`src/rtl/fp_int2float_pkg.sv`:
```
// Shared constants, FSM state encoding and the IEEE-754 single payload layout
// for the sequential integer-to-float converter.
package fp_int2float_pkg;

    localparam int unsigned FP_EXP_BIAS    = 127;
    localparam int unsigned FP_FRAC_W      = 23;
    localparam int unsigned FP_EXP_W       = 8;
    localparam int unsigned INT_W_INTERNAL = 32;
    localparam int unsigned LZ_W           = 6;
    // Exponent of a value whose leading one sits in bit 31 of the magnitude
    localparam int unsigned EXP_TOP        = FP_EXP_BIAS + INT_W_INTERNAL - 1;

    typedef enum logic [2:0] {
        IDLE  = 3'd0,
        ABS   = 3'd1,
        LZC   = 3'd2,
        SHIFT = 3'd3,
        PACK  = 3'd4,
        DONE  = 3'd5
    } state_t;

    typedef struct packed {
        logic                 sign;
        logic [FP_EXP_W-1:0]  exp;
        logic [FP_FRAC_W-1:0] frac;
    } fp32_t;

endpackage

```
`src/rtl/fp_int2float_seq_lzc32.sv`:
```
// Combinational 32-bit leading-zero counter; an all-zero input reports 32.
module lzc32
    import fp_int2float_pkg::*;
(
    input  logic [INT_W_INTERNAL-1:0] i_data,
    output logic [LZ_W-1:0]           o_count
);

    // Ascending scan: the highest set bit is the last to write the count
    always_comb begin
        o_count = LZ_W'(INT_W_INTERNAL);
        for (int i = 0; i < 32; i++) begin
            if (i_data[i]) begin
                o_count = LZ_W'(31 - i);
            end
        end
    end

endmodule

```
`src/rtl/fp_int2float_seq.sv`:
```
// Multi-cycle signed integer to IEEE-754 single converter: accept, abs,
// leading-zero count, normalise, round-to-nearest-even pack, one-cycle done.
module fp_int2float_seq
    import fp_int2float_pkg::*;
#(
    parameter int unsigned INT_WIDTH = 32
)
(
    input  logic                 clock,
    input  logic                 reset_n,
    input  logic                 clk_en,
    input  logic [INT_WIDTH-1:0] dataa,
    output logic [31:0]          result,
    output logic                 done,
    output logic                 busy
);

    state_t                    r_state;
    state_t                    w_state_nxt;
    logic                      w_accept;
    logic                      w_done_nxt;
    logic                      w_busy_nxt;
    logic                      r_done;
    logic                      r_busy;

    logic signed [INT_WIDTH-1:0]  w_din;
    logic [INT_W_INTERNAL-1:0]    w_x_ext;
    logic [INT_W_INTERNAL-1:0]    r_x;
    logic [INT_W_INTERNAL-1:0]    w_mag;
    logic [INT_W_INTERNAL-1:0]    r_mag;
    logic                         r_sign;
    logic [LZ_W-1:0]              w_lz;
    logic [LZ_W-1:0]              r_lz;
    logic [INT_W_INTERNAL-1:0]    r_norm;
    logic [FP_EXP_W-1:0]          r_exp;

    logic [FP_FRAC_W-1:0]         w_frac;
    logic                         w_guard;
    logic                         w_sticky;
    logic                         w_round_up;
    logic [FP_FRAC_W:0]           w_frac_sum;
    fp32_t                        w_packed;
    fp32_t                        r_result;

    assign w_din   = dataa;
    assign w_x_ext = INT_W_INTERNAL'(w_din);
    // -2^31 negates to itself, which read as unsigned is the correct magnitude
    assign w_mag   = r_x[INT_W_INTERNAL-1] ? (~r_x + INT_W_INTERNAL'(1)) : r_x;

    lzc32 u_lzc32 (
        .i_data  (r_mag),
        .o_count (w_lz)
    );

    // Rounding and packing from the normalised magnitude
    always_comb begin
        w_frac     = r_norm[30:8];
        w_guard    = r_norm[7];
        w_sticky   = |r_norm[6:0];
        w_round_up = w_guard & (w_sticky | w_frac[0]);
        w_frac_sum = {1'b0, w_frac} + 24'(w_round_up);
        w_packed   = '0;
        // Normalised bit 31 clear only when the magnitude was zero: emit +0
        if (r_norm[31]) begin
            w_packed.sign = r_sign;
            w_packed.exp  = r_exp + FP_EXP_W'(w_frac_sum[FP_FRAC_W]);
            w_packed.frac = w_frac_sum[FP_FRAC_W-1:0];
        end
    end

    always_comb begin
        w_state_nxt = r_state;
        w_accept    = 1'b0;
        unique case (r_state)
            IDLE, DONE: begin
                if (clk_en) begin
                    w_accept    = 1'b1;
                    w_state_nxt = ABS;
                end else begin
                    w_state_nxt = IDLE;
                end
            end
            ABS:     w_state_nxt = LZC;
            LZC:     w_state_nxt = SHIFT;
            SHIFT:   w_state_nxt = PACK;
            PACK:    w_state_nxt = DONE;
            default: w_state_nxt = IDLE;
        endcase
        w_done_nxt = (w_state_nxt == DONE);
        w_busy_nxt = (w_state_nxt != IDLE);
    end

    always_ff @(posedge clock or negedge reset_n) begin
        if (!reset_n) begin
            r_state <= IDLE;
            r_done  <= 1'b0;
            r_busy  <= 1'b0;
        end else begin
            r_state <= w_state_nxt;
            r_done  <= w_done_nxt;
            r_busy  <= w_busy_nxt;
        end
    end

    // Datapath: each stage register loads only in its own state
    always_ff @(posedge clock or negedge reset_n) begin
        if (!reset_n) begin
            r_x      <= '0;
            r_sign   <= 1'b0;
            r_mag    <= '0;
            r_lz     <= '0;
            r_norm   <= '0;
            r_exp    <= '0;
            r_result <= '0;
        end else begin
            if (w_accept) begin
                r_x <= w_x_ext;
            end
            unique case (r_state)
                ABS: begin
                    r_sign <= r_x[INT_W_INTERNAL-1];
                    r_mag  <= w_mag;
                end
                LZC: begin
                    r_lz <= w_lz;
                end
                SHIFT: begin
                    r_norm <= r_mag << r_lz;
                    r_exp  <= FP_EXP_W'(EXP_TOP - 32'(r_lz));
                end
                PACK: begin
                    r_result <= w_packed;
                end
                default: begin
                end
            endcase
        end
    end

    assign result = r_result;
    assign done   = r_done;
    assign busy   = r_busy;

endmodule

```
`config.mk`:
```
export PLATFORM = sky130hd
export DESIGN_NAME = fp_int2float_seq
export DESIGN_NICKNAME = d
export VERILOG_FILES = /design/src/rtl/fp_int2float_pkg.sv /design/src/rtl/fp_int2float_seq_lzc32.sv /design/src/rtl/fp_int2float_seq.sv
export SDC_FILE = /design/constraint.sdc
export NUM_CORES = 1
export LEC_CHECK = 0
export CAP_MARGIN = 20
export CORE_ASPECT_RATIO = 1.25
export CORE_UTILIZATION = 56
export CTS_BUF_LIST = sky130_fd_sc_hd__clkbuf_16
export DETAILED_ROUTE_END_ITERATION = 6
export PLACE_DENSITY = 0.82
export REMOVE_ABC_BUFFERS = 1
export SETUP_SLACK_MARGIN = 0.05
export SLEW_MARGIN = 20
export SYNTH_ARGS = -nofsm -noshare
export SYNTH_HDL_FRONTEND = slang
export SYNTH_SLANG_ARGS = --single-unit
```
`constraint.sdc`:
```
create_clock -name clock -period 2.24 [get_ports clock]
set_clock_uncertainty 0.05 [all_clocks]
set_input_delay 0.224 -clock clock [delete_from_list [all_inputs] [get_ports clock]]
set_output_delay 0.224 -clock clock [all_outputs]
set_load 0.02 [all_outputs]
```
* Word level (Yosys, flattened, before mapping) *
Cells that the tools add are included.

storage, ports and cells
  bits of input ports = 35
  output and inout port bits = 34
  register bits = 148
  word-level logic and storage cells = 68

operators by class
  equal/unequal tests = 6
  $add $sub $neg = 4
  shift operators = 1
  mux-type cells = 38
  reductions and logical operators = 4
  bitwise gates (word level) = 3

operator list
  operator                                          number
  2-to-1 mux 6 bit                                  32
  2-to-1 mux 32 bit                                 2
  adder 32 x 1 -> 32 bit (second input constant)    1
  inverter 32 bit                                   1
  left shift 32 x 6 -> 32 bit                       1
  adder 23 x 1 -> 24 bit                            1
  one-hot mux 3 bit (5 select lines)                1
  == test 3 bit (second input constant)             3
  adder 8 x 1 -> 8 bit                              1
  subtractor 8 x 6 -> 8 bit (first input constant)  1
  OR reduction 7 bit                                1
  == test 3 x 2 -> 1 bit (second input constant)    2
  == test 3 x 1 -> 1 bit (second input constant)    1
  logical NOT 3 bit                                 1
  2-to-1 mux 1 bit                                  3
  nonzero test 3 bit                                1
  OR reduction 2 bit                                1
  AND 1 bit                                         1
  bitwise OR 1 bit                                  1

* Logic depth before layout (Yosys ltp) *
  depth after elaboration = 32
  depth in mapped cells = 9
  gate-level depth less buffers = 9

* Hierarchy *
Synthesis repeated with hierarchy kept, for this count alone.

second synthesis, totals
  cells, all modules = 859
  area total of the unflattened synthesis = 8514.4 um^2

by module, submodules not included
  module            area each (um^2)  times used  cells each
  fp_int2float_seq  8146.6            1           794
  lzc32             367.9             1           65

* Worst setup path before layout *
Ideal clock, no wire load.

  path type = register to register
  start point = reg r_norm[18]
  end point = reg r_result (netlist bit result[29])
  setup time = 0.083 ns
  data required time = 2.107 ns
  period minus slack after synthesis = 1.964 ns
  arrival time = 1.831 ns
  slack = 0.276 ns
  path buffers = 0
  cell stages (with the launch flop) = 10
  cell sequence = dfrtp_1 > and4_1 > and4_1 > nand2_1 > nor2_1 > ha_1 > ha_1 > nand3_1 > xor2_1 > o21ai_0

between the ends
  word-level cells in the longest chain between the ends = 3

ends and longest elaborated chain
  what                    line                     RTL
  start, declared         fp_int2float_seq.sv:34   logic [INT_W_INTERNAL-1:0] r_norm;
  start signal, assigned  fp_int2float_seq.sv:128  r_norm <= r_mag << r_lz;
  adder 23 x 1 -> 24 bit  fp_int2float_seq.sv:61   w_frac_sum = {1'b0, w_frac} + 24'(w_round_up);
  adder 8 x 1 -> 8 bit    fp_int2float_seq.sv:66   w_packed.exp = r_exp + FP_EXP_W'(w_frac_sum[FP_FRAC_W]);
  2-to-1 mux 32 bit       fp_int2float_seq.sv:64   if (r_norm[31]) begin
  end signal, assigned    fp_int2float_seq.sv:132  r_result <= w_packed;
  end, declared           fp_int2float_seq.sv:43   fp32_t r_result;

No other way between the ends.
A chain may end at the register's enable or synchronous reset.

* Worst setup path after layout *
  start point = reg r_lz[1]
  end point = reg r_norm[17]

between the ends
  word-level cells in the longest chain between the ends = 1

ends and longest elaborated chain
  what                         line                     RTL
  start, declared              fp_int2float_seq.sv:33   logic [LZ_W-1:0] r_lz;
  start signal, assigned       fp_int2float_seq.sv:125  r_lz <= w_lz;
  left shift 32 x 6 -> 32 bit  fp_int2float_seq.sv:128

No other way between the ends.

==> impl_metrics.py <==
metrics = {
    "synth": {
        "synth_top_cell_by_area": "dfrtp_1",
        "synth_top_cell_area_share_pct": 42.6,
        "synth_area_mm2": 0.00870,
        "synth_area_leaders": "dfrtp_1 (43%), nand2_1 (5.5%), mux2_2 (5.4%), xor2_1 (4.3%), o21ai_0 (4.2%)",
        "yosysUniqueCellTypes": 81,
        "syn_inst": 880,
        "yosys_warnings": 0,
        "ys_seq_area_share_pct": 42.6,
        "syn_avg_cell_area_um2": 9.89,
        "synthArstFlopShare_pct": 100,
        "synth-main-ff-cell": "dfrtp_1",
        "ys_seq_elements": 148,
        "synth_edf_count": 0,
    },
    "floorplanning": {
        "num_rows": 50,
        "boundaryPins": 69,
        "core_area_mm2": 0.0151,
        "start_util_pct": 57.7,
        "fp.dieW_um": 113,
        "die-area_mm2": 0.0160,
        "dieHeight_um": 141,
    },
    "routing": {
        "vias": 7416,
        "ant_nets": 0,
        "wl_um": 22400,
        "routed_via_density": 6.17,
        "drt_iter0_drc": 618,
        "wire_per_inst_um": 18.7,
        "drc_errors": 0,
        "first_pass_iters": 6,
    },
    "layout": {
        "antenna_cells": 0,
        "synthToLayoutAreaGrowth_pct": 21.7,
        "final_cells": 1201,
        "drive_gt1_share_pct": 18.3,
        "nets": 1021,
        "fin_util_pct": 70.2,
    },
    "grt": {
        "busiest_layer": "met2",
        "grt_max_degree": 55,
        "overflow": 0,
        "antenna_found_initial": 0,
        "grt_pass1_vias": 7238,
        "use_met3_pct": 4.96,
        "grt_use_met2_pct": 50.8,
        "grt_pass1_wl_um": 36600,
        "grtUsageTotal_pct": 29.4,
        "use_met1_pct": 33.4,
    },
    "pwr": {
        "irDropWorstVdd_mv": 0.911,
        "powerDensity_mw_per_mm2": 1610,
        "power_uw": 17000,
        "p_leak_uw": 0.00444,
    },
    "placed_design": {
        "port_buffers": 68,
        "dpl.cell_count": 1166,
        "hpwl_um": 16200,
        "dp_slack_ns": 0.0283,
        "place.gp.congestion": 1.15,
    },
    "setup_path": {
        "reg2reg_to": "r_norm[17]",
        "path_class": "reg2reg",
        "r2r-start": "r_lz[1]",
        "arrival_ns": 2.37,
        "worstSetupStartpointType": "register",
        "cp_max_fo": 11,
        "end_kind": "register",
        "r2r.worst_path.cells": 5,
        "worst-r2r-setup-slack_ns": 0.12,
        "critical_path_required_ns": 2.49,
    },
    "sta": {
        "setup_viol": 0,
        "timing.slew.headroom_pct": 38.9,
        "period_needed_ns": 2.12,
        "rsz0062_at_grt": "yes",
        "timing.final.ws_setup_ns": 0.120,
        "drv_slew": 0,
        "clock.fmax_mhz": 472,
        "fin_crit_sh_pct": 94.6,
        "hold_viol": 0,
        "tightest_slew_ns": 0.909,
    },
    "clocking": {
        "cts_buffers": 17,
        "numClockSinks": 148,
        "htree_levels": 4,
        "cts.path.max_buffers": 2,
        "clk_pin_slew_ns": 0.06,
        "cts_root_buffer": "clkbuf_16",
        "cts_tree": "yes",
        "clk_latency_ns": 0.43,
    },
    "run_status": {
        "status": "finished, final reports clean",
    },
    "worst_hold_path": {
        "hp-class": "in2async",
    },
    "flow_run": {
        "drv_cap": 0,
    },
}
## report_power, final
group	internal [uW]	total, uW	switching [uW]
logic	4100	8670	4570
clock network	1830	2900	1070
registers	3880	5470	1590
## logic make-up (layout without fill, tap and decap cells)
group | Yosys count | count (layout) | synth area share (%)
flip-flops | 148 | 148 | 42.6
AND/OR/NAND/NOR | 302 | 302 | 17.9
buffers and inverters | 73 | 186 | 4.26
XOR/XNOR | 55 | 55 | 5.54
AO/OA/AOI/OAI | 203 | 203 | 15.6
multiplexers | 94 | 94 | 13.4
adder cells (fa/ha/maj) | 5 | 5 | 0.719
## worst max-delay path, stage by stage (launching register included)
cell and delay [ns]:
dfrtp_4 0.52, buf_6 0.20, mux2i_1 0.41, mux4_2 0.39
o22ai_1 0.11, a221o_1 0.29
## worst max path at each step
stage | startpoint | cells after the start | slack (ns) | endpoint
floorplan | r_state[0] | 3 | -1.53 | r_x[10]
detailed placement | r_x[0] | 8 | 0.03 | r_mag[20]
global route | r_norm[19] | 9 | 0.04 | result[29]
global placement | r_norm[16] | 9 | 0.09 | result[29]
CTS | r_norm[19] | 9 | 0.05 | result[29]
finish | r_lz[1] | 5 | 0.12 | r_norm[17]
## synth_stat cells, types with 10 or more instances
| cell | count |
|---|---|
| dfrtp_1 | 148 |
| nand2_1 | 127 |
| o21ai_0 | 73 |
| xor2_1 | 43 |
| mux2_2 | 42 |
| nor2_1 | 42 |
| mux2i_1 | 36 |
| clkbuf_1 | 29 |
| nand3_1 | 25 |
| a21oi_1 | 23 |
| inv_1 | 16 |
| nor3_1 | 16 |
| o31ai_1 | 16 |
| mux4_2 | 13 |
| nor2b_1 | 13 |
| buf_2 | 12 |
| xnor2_1 | 12 |
| a22o_1 | 11 |
| nand4_1 | 11 |
| nor4_1 | 10 |
## through the flow
stage | TNS (ns) | cell area (um2) | hold slack [ns]
after global placement | 0 | 9900 | 0.168
final | 0 | 10600 | 0.279
after CTS | 0 | 10500 | 0.288
after detailed placement | 0 | 9900 | 0.173
after floorplan | -58.84 | 8400 | -0.122
after global routing | 0 | 10600 | 0.330
## metal layers
metal / vias to the layer above / routed length [um]
li1: 3428 / -
met1: 3610 / 8440
met2: 303 / 11600
met3: 75 / 1080
met4: 0 / 1310
met5: - / 0
## flip-flops by register name, summed over array words and instances, names as in the netlist, 3 cells and up
register,cells
r_norm,32
result,32
r_state,3
r_lz,6
r_mag,32
r_x,32
r_exp,8
## placed cells by master (no fill, tap or decap), drive strengths merged, types with 12 or more instances in the layout
cell	n
dfrtp	148
nand2	127
o21ai	81
buf	69
clkdlybuf4s50	67
mux2	44
xor2	43
nor2	42
mux2i	37
nand3	25
a21oi	23
inv	19
nor3	18
clkbuf	17
o31ai	16
nor4	15
mux4	13
nor2b	13
xnor2	12
## area by class of cell
class                      count  area (um2)
clock inverter                14         170
timing repair buffer         137        1270
tap                          208         260
clock buffer                  17         425
multi-input combinational    659        4690
fill                        1168        4490
inverter                      18        67.6
sequential                   148        3710
## repair_timing
item                       in CTS  in global routing
hold endpoints to repair       51                  0
setup buffers                   0                  3
gates cloned                    0                  0
hold buffers                    1                  0
resized for setup               5                 10
pin swaps                       0                  3
setup endpoints to repair      10                 24
(Power assumes the default switching activity.)
